==> src/rtl/exe_mdu_unit_if.sv <==
// rtl/exe_mdu_unit_if.sv - operand/result bundle between the EXE stage and the multiply/divide unit
interface exe_mdu_unit_if #(
  parameter int WIDTH = 32
);
  logic             flush;
  logic             op_valid;
  logic [3:0]       op_code;
  logic [WIDTH-1:0] src_a;
  logic [WIDTH-1:0] src_b;
  logic             exe_stall;
  logic             busy;
  logic             done;
  logic [WIDTH-1:0] hi;
  logic [WIDTH-1:0] lo;

  modport master (
    output flush, op_valid, op_code, src_a, src_b,
    input  exe_stall, busy, done, hi, lo
  );

  modport slave (
    input  flush, op_valid, op_code, src_a, src_b,
    output exe_stall, busy, done, hi, lo
  );
endinterface

==> src/rtl/exe_mdu_unit.sv <==
// rtl/exe_mdu_unit.sv - EXE multiply/divide unit with HI/LO; define MDU_MADD_EN to enable MADD(U)/MSUB(U)
module exe_mdu_unit #(
  parameter int WIDTH      = 32,
  parameter int MUL_STAGES = 2
) (
  input  logic          clk,
  input  logic          rst,
  exe_mdu_unit_if.slave mdu
);
  localparam int            CW       = $clog2(WIDTH + MUL_STAGES + 1);
  localparam logic [CW-1:0] MUL_LAST = CW'(MUL_STAGES - 1);
  localparam logic [CW-1:0] DIV_LAST = CW'(WIDTH);

  typedef enum logic [1:0] {S_IDLE, S_MUL, S_DIV, S_DONE} state_t;

  state_t             state_q, state_d;
  logic [CW-1:0]      cnt_q, cnt_d;
  logic [3:0]         op_q, op_d;
  // a_q: multiplicand, or dividend magnitude that shifts into the quotient
  logic [WIDTH-1:0]   a_q, a_d;
  // b_q: multiplier, or divisor magnitude
  logic [WIDTH-1:0]   b_q, b_d;
  logic [WIDTH-1:0]   rem_q, rem_d;
  logic [WIDTH-1:0]   hi_q, hi_d;
  logic [WIDTH-1:0]   lo_q, lo_d;
  logic [2*WIDTH-1:0] prod_q, prod_d;
  logic               qneg_q, qneg_d;
  logic               rneg_q, rneg_d;
  logic               bzero_q, bzero_d;

  logic               in_mul, in_div, in_mt, in_signed, accept;
  logic [WIDTH-1:0]   mag_a, mag_b;
  logic [2*WIDTH-1:0] ext_a, ext_b, prod, mul_src, mul_res;
  logic [WIDTH:0]     div_sh;
  logic               div_ge;
  logic [WIDTH-1:0]   div_rem;
  logic               op_q_div;
  logic [WIDTH-1:0]   div_lo, div_hi;

  // decode the op presented in EXE and decide whether it is taken this cycle
  always_comb begin
    in_mul = 1'b0;
    in_div = 1'b0;
    in_mt  = 1'b0;
    case (mdu.op_code)
      4'h1, 4'h2: in_mul = 1'b1;
`ifdef MDU_MADD_EN
      4'h5, 4'h6, 4'h7, 4'h8: in_mul = 1'b1;
`endif
      4'h3, 4'h4: in_div = 1'b1;
      4'h9, 4'hA: in_mt = 1'b1;
      default: ;
    endcase
    // odd opcodes among the arithmetic ops are the signed variants
    in_signed = mdu.op_code[0];
    accept    = mdu.op_valid & (state_q == S_IDLE) & ~mdu.flush & ~rst
              & (in_mul | in_div | in_mt);
    mag_a     = (in_signed & mdu.src_a[WIDTH-1]) ? -mdu.src_a : mdu.src_a;
    mag_b     = (in_signed & mdu.src_b[WIDTH-1]) ? -mdu.src_b : mdu.src_b;
  end

  // product, accumulate and divider step from the latched operands
  always_comb begin
    ext_a    = op_q[0] ? {{WIDTH{a_q[WIDTH-1]}}, a_q} : {{WIDTH{1'b0}}, a_q};
    ext_b    = op_q[0] ? {{WIDTH{b_q[WIDTH-1]}}, b_q} : {{WIDTH{1'b0}}, b_q};
    prod     = ext_a * ext_b;
    // single-stage multiplier has no pipeline register to read from
    mul_src  = (MUL_STAGES > 1) ? prod_q : prod;
`ifdef MDU_MADD_EN
    case (op_q)
      4'h5, 4'h6: mul_res = {hi_q, lo_q} + mul_src;
      4'h7, 4'h8: mul_res = {hi_q, lo_q} - mul_src;
      default:    mul_res = mul_src;
    endcase
`else
    mul_res  = mul_src;
`endif
    // restoring radix-2 step: bring down the next dividend bit and try to subtract
    div_sh   = {rem_q, a_q[WIDTH-1]};
    div_ge   = div_sh >= {1'b0, b_q};
    div_rem  = div_ge ? (div_sh[WIDTH-1:0] - b_q) : div_sh[WIDTH-1:0];
    op_q_div = (op_q == 4'h3) | (op_q == 4'h4);
    // a zero divisor leaves an all-ones quotient regardless of sign
    div_lo   = bzero_q ? {WIDTH{1'b1}} : (qneg_q ? -a_q : a_q);
    div_hi   = rneg_q ? -rem_q : rem_q;
  end

  // next-state logic
  always_comb begin
    state_d = state_q;
    case (state_q)
      S_IDLE: begin
        if (accept & in_mul)      state_d = (MUL_STAGES == 1) ? S_DONE : S_MUL;
        else if (accept & in_div) state_d = S_DIV;
      end
      S_MUL: begin
        if (mdu.flush)              state_d = S_IDLE;
        else if (cnt_q == MUL_LAST) state_d = S_DONE;
      end
      S_DIV: begin
        if (mdu.flush)              state_d = S_IDLE;
        else if (cnt_q == DIV_LAST) state_d = S_DONE;
      end
      default: state_d = S_IDLE;
    endcase
  end

  // state register
  always_ff @(posedge clk or posedge rst) begin
    if (rst) state_q <= S_IDLE;
    else     state_q <= state_d;
  end

  // handshake outputs; done is suppressed by a flush in the completing cycle
  always_comb begin
    mdu.busy      = (state_q != S_IDLE);
    mdu.exe_stall = (state_q == S_MUL) | (state_q == S_DIV) | (accept & ~in_mt);
    mdu.done      = ((state_q == S_DONE) & ~mdu.flush) | (accept & in_mt);
    mdu.hi        = hi_q;
    mdu.lo        = lo_q;
  end

  // datapath next values: operand capture, iteration and HI/LO writeback
  always_comb begin
    cnt_d   = cnt_q + CW'(1);
    op_d    = op_q;
    a_d     = a_q;
    b_d     = b_q;
    rem_d   = rem_q;
    hi_d    = hi_q;
    lo_d    = lo_q;
    prod_d  = prod_q;
    qneg_d  = qneg_q;
    rneg_d  = rneg_q;
    bzero_d = bzero_q;
    if (state_q == S_IDLE) begin
      cnt_d = CW'(1);
      if (accept) begin
        op_d = mdu.op_code;
        if (in_div) begin
          a_d     = mag_a;
          b_d     = mag_b;
          rem_d   = '0;
          qneg_d  = in_signed & (mdu.src_a[WIDTH-1] ^ mdu.src_b[WIDTH-1]);
          rneg_d  = in_signed & mdu.src_a[WIDTH-1];
          bzero_d = (mdu.src_b == '0);
        end else begin
          a_d = mdu.src_a;
          b_d = mdu.src_b;
        end
        if (in_mt & mdu.op_code[0])  hi_d = mdu.src_a;
        if (in_mt & ~mdu.op_code[0]) lo_d = mdu.src_a;
      end
    end
    if (state_q == S_MUL) prod_d = prod;
    if (state_q == S_DIV) begin
      rem_d = div_rem;
      a_d   = {a_q[WIDTH-2:0], div_ge};
    end
    if ((state_q == S_DONE) & ~mdu.flush) begin
      if (op_q_div) begin
        hi_d = div_hi;
        lo_d = div_lo;
      end else begin
        {hi_d, lo_d} = mul_res;
      end
    end
  end

  // datapath registers
  always_ff @(posedge clk or posedge rst) begin
    if (rst) begin
      cnt_q   <= '0;
      op_q    <= '0;
      a_q     <= '0;
      b_q     <= '0;
      rem_q   <= '0;
      hi_q    <= '0;
      lo_q    <= '0;
      prod_q  <= '0;
      qneg_q  <= 1'b0;
      rneg_q  <= 1'b0;
      bzero_q <= 1'b0;
    end else begin
      cnt_q   <= cnt_d;
      op_q    <= op_d;
      a_q     <= a_d;
      b_q     <= b_d;
      rem_q   <= rem_d;
      hi_q    <= hi_d;
      lo_q    <= lo_d;
      prod_q  <= prod_d;
      qneg_q  <= qneg_d;
      rneg_q  <= rneg_d;
      bzero_q <= bzero_d;
    end
  end
endmodule
==> src/flat_wrapper.sv <==
// flat-port wrapper written by rule: the top's interface ports become plain ports
module exe_mdu_unit_flat 
#(
  parameter int WIDTH      = 32,
  parameter int MUL_STAGES = 2
)
  (clk, rst, mdu_flush, mdu_op_valid, mdu_op_code, mdu_src_a, mdu_src_b, mdu_exe_stall, mdu_busy, mdu_done, mdu_hi, mdu_lo);
  exe_mdu_unit_if #(.WIDTH(WIDTH)) mdu_i ();
  input  logic clk;
  input  logic rst;
  input wire logic [$bits(mdu_i.flush)-1:0] mdu_flush;
  input wire logic [$bits(mdu_i.op_valid)-1:0] mdu_op_valid;
  input wire logic [$bits(mdu_i.op_code)-1:0] mdu_op_code;
  input wire logic [$bits(mdu_i.src_a)-1:0] mdu_src_a;
  input wire logic [$bits(mdu_i.src_b)-1:0] mdu_src_b;
  output wire logic [$bits(mdu_i.exe_stall)-1:0] mdu_exe_stall;
  output wire logic [$bits(mdu_i.busy)-1:0] mdu_busy;
  output wire logic [$bits(mdu_i.done)-1:0] mdu_done;
  output wire logic [$bits(mdu_i.hi)-1:0] mdu_hi;
  output wire logic [$bits(mdu_i.lo)-1:0] mdu_lo;
  assign mdu_i.flush = mdu_flush;
  assign mdu_i.op_valid = mdu_op_valid;
  assign mdu_i.op_code = mdu_op_code;
  assign mdu_i.src_a = mdu_src_a;
  assign mdu_i.src_b = mdu_src_b;
  assign mdu_exe_stall = mdu_i.exe_stall;
  assign mdu_busy = mdu_i.busy;
  assign mdu_done = mdu_i.done;
  assign mdu_hi = mdu_i.hi;
  assign mdu_lo = mdu_i.lo;
  exe_mdu_unit #(.WIDTH(WIDTH), .MUL_STAGES(MUL_STAGES)) u_core (.clk(clk), .rst(rst), .mdu(mdu_i));
endmodule
==> config.mk <==
export PLATFORM = sky130hd
export DESIGN_NAME = exe_mdu_unit_flat
export DESIGN_NICKNAME = d
export VERILOG_FILES = /design/src/rtl/exe_mdu_unit_if.sv /design/src/rtl/exe_mdu_unit.sv /design/src/flat_wrapper.sv
export SDC_FILE = /design/constraint.sdc
export NUM_CORES = 2
export LEC_CHECK = 0
export BUFFER_PORTS_ARGS = -buffer_cell sky130_fd_sc_hd__buf_2
export CAP_MARGIN = 0
export CORE_AREA = 2 2 417 295
export CTS_CLUSTER_SIZE = 24
export DETAILED_ROUTE_END_ITERATION = 8
export DIE_AREA = 0 0 419 297
export PLACE_DENSITY = 0.68
export SYNTH_ARGS = -nofsm -noshare
export SYNTH_HDL_FRONTEND = slang
export SYNTH_SLANG_ARGS = --single-unit
==> constraint.sdc <==
create_clock -name clk -period 20.1 [get_ports clk]
set_clock_uncertainty 0.05 [all_clocks]
set_input_delay 1.005 -clock clk [delete_from_list [all_inputs] [get_ports clk]]
set_output_delay 1.005 -clock clk [all_outputs]
set_load 0.01 [all_outputs]
After elaboration in Yosys (flattened, before gate mapping):

Index checks and enable logic that the tools add are counted.

* $add $sub $neg: 6
* multiply operators: 1
* $lt $le $gt $ge: 1
* equality and inequality tests: 16
* multiplexer cells: 38
* bitwise gates (word level): 25
* reductions and logical operators: 20

Operators by type and width (count)
* 32-bit two-way mux: 25
* 64-bit two-way mux: 2
* 32-bit negator: 4
* 64-bit by 64-bit multiplier with 64-bit output: 1
* 33-bit by 32-bit >= comparator with 1-bit output: 1
* 32-bit zero test: 1
* 32-bit subtractor: 1
* 2-bit nonzero test: 8
* 3-bit AND reduction: 5
* 1-bit AND: 14
* 4-bit by 2-bit equality test with 1-bit output (second input constant): 3
* 2-bit two-way mux: 6
* 4-bit by 3-bit equality test with 1-bit output (second input constant): 2
* 4-bit equality test (second input constant): 2
* 6-bit by 1-bit adder with 6-bit output (second input constant): 1
* 6-bit by 1-bit equality test with 1-bit output (second input constant): 1
* 6-bit equality test (second input constant): 1
* 6-bit two-way mux: 1
* 3-bit by 2-bit inequality test with 1-bit output (second input constant): 2
* 1-bit bitwise OR: 6
* 2-bit one-hot mux with 3 select lines: 1
* 2-bit OR reduction: 3
* 2-bit equality test (second input constant): 2
* 4-bit by 1-bit equality test with 1-bit output (second input constant): 1
* 7 further kinds: 13

* flip-flop bits (word level): 239
* bits of input ports: 72
* logic and storage cells: 119

Logic depth before layout (Yosys ltp):

* depth in word-level cells: 10
* depth in mapped cells: 36
* depth with buffers taken out: 32

Worst setup path before layout:

Ideal clock, no wire load.

* path type: reg-to-reg
* start: reg u_core.a_q[31]
* end: reg u_core.prod_q[61] (netlist: u_core.mul_res[61])
* library setup time: 0.125 ns
* data arrival time: 9.129 ns
* required time: 19.925 ns
* slack: 10.796 ns
* cell stages (with the launch flop): 33
* buffers on the path: 3
* clock period less this slack: 9.304 ns
* cell sequence: dfrtp_1 > and2_1 > clkbuf_1 > clkbuf_1 > nand2_1 > inv_1 > fa_1 > inv_1 > fa_1 > inv_1 > fa_1 > inv_1 > fa_1 > inv_1 > fa_1 > fa_1 > fa_1 > fa_1 > fa_1 > inv_1 > fa_1 > inv_1 > ha_1 > clkbuf_1 > a21oi_1 > o21ai_0 > a21o_1 > a211o_1 > a31o_2 > a21o_1 > a221oi_1 > xnor2_1 > mux2_2

* cells in the longest elaborated chain, start to end: 2

RTL lines
* start: declaration: RTL line exe_mdu_unit.sv:20 `logic [WIDTH-1:0] a_q, a_d;`
* start signal: assignment: RTL line exe_mdu_unit.sv:175 `a_q <= '0;`
* start signal: assignment: RTL line exe_mdu_unit.sv:187 `a_q <= a_d;`
* 64-bit two-way mux: RTL line exe_mdu_unit.sv:64 `ext_a = op_q[0] ? {{WIDTH{a_q[WIDTH-1]}}, a_q} : {{WIDTH{1'b0}}, a_q};`
* 64-bit by 64-bit multiplier with 64-bit output: RTL line exe_mdu_unit.sv:66 `prod = ext_a * ext_b;`
* end signal: assignment: RTL line exe_mdu_unit.sv:192 `prod_q <= prod_d;`
* end: declaration: RTL line exe_mdu_unit.sv:26 `logic [2*WIDTH-1:0] prod_q, prod_d;`

No other way between the ends.
A chain may end at the register's enable or synchronous reset.

Final worst setup path:

* start: reg u_core.b_q[28]
* end: reg u_core.prod_q[59] (netlist: u_core.mul_res[59])

* cells in the longest elaborated chain, start to end: 2

RTL lines
* start: declaration: RTL line exe_mdu_unit.sv:22 `logic [WIDTH-1:0] b_q, b_d;`
* start signal: assignment: RTL line exe_mdu_unit.sv:176 `b_q <= '0;`
* start signal: assignment: RTL line exe_mdu_unit.sv:188 `b_q <= b_d;`
* 64-bit two-way mux: RTL line exe_mdu_unit.sv:65 `ext_b = op_q[0] ? {{WIDTH{b_q[WIDTH-1]}}, b_q} : {{WIDTH{1'b0}}, b_q};`
* 64-bit by 64-bit multiplier with 64-bit output: RTL line exe_mdu_unit.sv:66

No other way between the ends.

==> summary.md <==
| Metric | Value |
|---|---|
| Status | `finished, final reports clean` |
| Max-Cap Viols | `0` |
| Total CTS buffers | `29` |
| Share of layout cells above drive strength 1 | `5.504%` |
| Synth top area share | `45.64%` |
| Clock root cell | `clkbuf_16` |
| Vias per Instance | `5.634` |
| IO Pins | `139` |
| Clk Latency, worst-skew pair | `0.60 ns` |
| CP max-delay cell | `dfrtp_2` |
| Kind of cell adding the most delay to the critical path | `adder cells` |
| Top-count cell post-synth | `inv_1` |
| Hold Crit Class | `reg -> reg` |
| Sequential fraction of the synthesis area | `9.601%` |
| Kind of critical path | `reg -> reg` |
| CP Capture Type | `register` |
| Overflow after GRT | `0` |
| Num rows | `107` |
| CP dominant cell by count | `fa_1` |
| Area leader, netlist | `fa_1` |
| Worst Path Buf+Inv | `3` |
| Chip Width | `419 um` |
| Commonest cells in the synthesized netlist | `1586 x inv_1, 1420 x fa_1, 737 x nand2_1, 500 x and2_1, 353 x ha_1` |
| Pin count of the biggest net entering global routing | `143` |
| Slew margin rel. | `15.63%` |
| Vias | `47059` |
| Hold_buf cts | `0` |
| Data required, critical path | `20.50 ns` |
| DP Wirelength | `162500 um` |
| Die area | `124400 um^2` |
| PortBufs | `138` |
| #FFs+latches synth | `239` |
| Warnings from Yosys | `0` |
| Main synth FF type | `dfrtp_1` |
| Routed len/inst | `24.26 um` |
| Post-Syn Instances | `6779` |
| WHS | `0.4307 ns` |
| Ys async rst share | `100.0%` |
| Global-route wire length before repair | `311000 um` |
| Routed Antenna Nets | `0` |
| CTS Sinks | `roughly 240` |
| Slew @ Worst Pin | `roughly 1.3 ns` |
| Fin nets | `about 8500` |
| Routability cong. | `between 0.9 and 1` |
| FMAX | `96.32 MHz` |
| Final Cycle Share | `51.65%` |
| TritonRoute pass-1 iters | `6` |
| Crit-path max FO | `32` |
| Initial antenna violation count | `8` |
| Final WL | `202600 um` |
| Layout overhead on the synthesized area | `4.964%` |
| Die Y-Extent | `297 um` |
| Clk buf depth | `3` |
| Core box area | `around 120000 um^2` |
| Hold Fails Final Rpt | `0` |
| Max-slew violation count | `0` |
| Worst Path Arrival | `between 10 and 15 ns` |
| Setup TNS | `0 ns` |
| Yosys cell types | `75` |
| Average size of a mapped cell | `around 9 um^2` |
| Critical path's largest stage delay | `1.07 ns` |
| Worst-path clk slew | `roughly 0.06 ns` |
| Vias in the first global route | `~49000` |
| Mapped cell area | `slightly above 60000 um^2` |
| All-Layer GR Usage | `33.62%` |
| Final setup fails | `0` |
| Final worst path period need | `10.38 ns` |
| Initial core utilization | `51.64%` |
| Syn Nets | `around 8600` |
| Post-CTS Setup Inserts | `0` |
| Number of gates resized after cts | `0` |
| RSZ-0062 raised after global routing | `no` |
| # DRC | `0` |
| Synth top area cells | `fa_1 46%, dfrtp_1 9.6%, inv_1 9.6%` |
| H-tree depth | `1` |
| Post-synth EDFFs | `0` |
| CTS tree | `built` |
| Initial DRC Count | `between 4000 and 5000` |
| Startpoint types | `register` |
## cell usage in the layout (no fill, tap or decap), types with 34 or more instances in the layout
cell type / instances
a21o_1: 55
a21oi_1: 197
a31oi_1: 62
and2_1: 500
buf_2: 138
buf_4: 91
dfrtp_1: 229
fa_1: 1420
ha_1: 351
inv_1: 1585
mux2_2: 56
nand2_1: 737
nand3_1: 43
nor2_1: 289
o21ai_0: 184
o221ai_1: 35
o31ai_1: 34
xnor2_1: 172
xor2_1: 96
## stage by stage
step           setup slack [ns]  cells  cell area (um^2)  util (%)
6_report                  9.718   8352             65380     54.20
5_1_grt                   9.303   8339             65350     54.18
4_1_cts                   9.868   8339             65350     54.18
3_5_place_dp              9.912   8290             64470     53.44
3_3_place_gp              9.922   8290             64470     53.44
2_1_floorplan             10.80   6779             62290         -
## worst reg2reg max path, stage by stage, from the launching register on
cell and delay [ns]:
dfrtp_2 1.07, inv_1 0.77, nor2_1 0.50, fa_1 0.51
fa_1 0.50, fa_1 0.44, fa_1 0.49, inv_1 0.05
fa_1 0.47, fa_1 0.50, fa_1 0.57, inv_1 0.06
fa_1 0.49, fa_1 0.43, fa_1 0.50, ha_1 0.43
and2_1 0.24, and3_1 0.25, a21oi_1 0.11, o31a_1 0.28
o21ai_0 0.15, a21oi_1 0.10, o21ai_0 0.66, a211oi_1 0.18
xnor2_1 0.16, mux2_2 0.26
## flip-flops by register name (all words and copies together) (netlist names)
signal and count:
u_core.a_q 32, u_core.b_q 32, u_core.bzero_q 1, u_core.cnt_q 6, u_core.mdu.hi 32, u_core.mdu.lo 32
u_core.mul_res 64, u_core.op_q 4, u_core.qneg_q 1, u_core.rem_q 32, u_core.rneg_q 1, u_core.state_q 2
## cell type report
type | count | area [um^2]
Clock inverter | 6 | 65.06
Tap cell | 1635 | 2046
Inverter | 1588 | 5968
Sequential cell | 239 | 5993
Clock buffer | 43 | 818.3
Fill cell | 10939 | 55240
Antenna cell | 13 | 32.53
Multi-Input combinational cell | 4598 | 49060
Timing Repair Buffer | 230 | 1394
## logic make-up after synthesis
kind of cell               synth area share [%]
DFF                                       9.601
adders and majority gates                 52.76
buffers and inverters                     11.71
muxes                                     1.446
and+or+nand+nor                           13.39
xor gates and xnor gates                  3.768
AOI/OAI and AO/OA                         7.322
## per-layer routing
layer	track usage (%)	share of wire, %
met5	0	0.017
met4	11.22	4.2
met3	9.609	12
met2	48.44	42
met1	48.79	41
## worst paths after layout
path,slack [ns],end,startpoint,cells after the start
worst min register to register,0.43,u_core.mdu.hi[2],u_core.mdu.hi[2],2
worst max-delay path,9.72,u_core.mul_res[59],u_core.b_q[28],25
worst min-delay path,0.43,u_core.mdu.hi[2],u_core.mdu.hi[2],2
worst max register to register,9.72,u_core.mul_res[59],u_core.b_q[28],25
max in group asynchronous,18.14,u_core.a_q[30],rst,3
min in group asynchronous,0.52,u_core.mdu.lo[12],rst,2
Power is not shown: default switching activity piles up to over one toggle a cycle in this logic, so the estimate is an artifact.
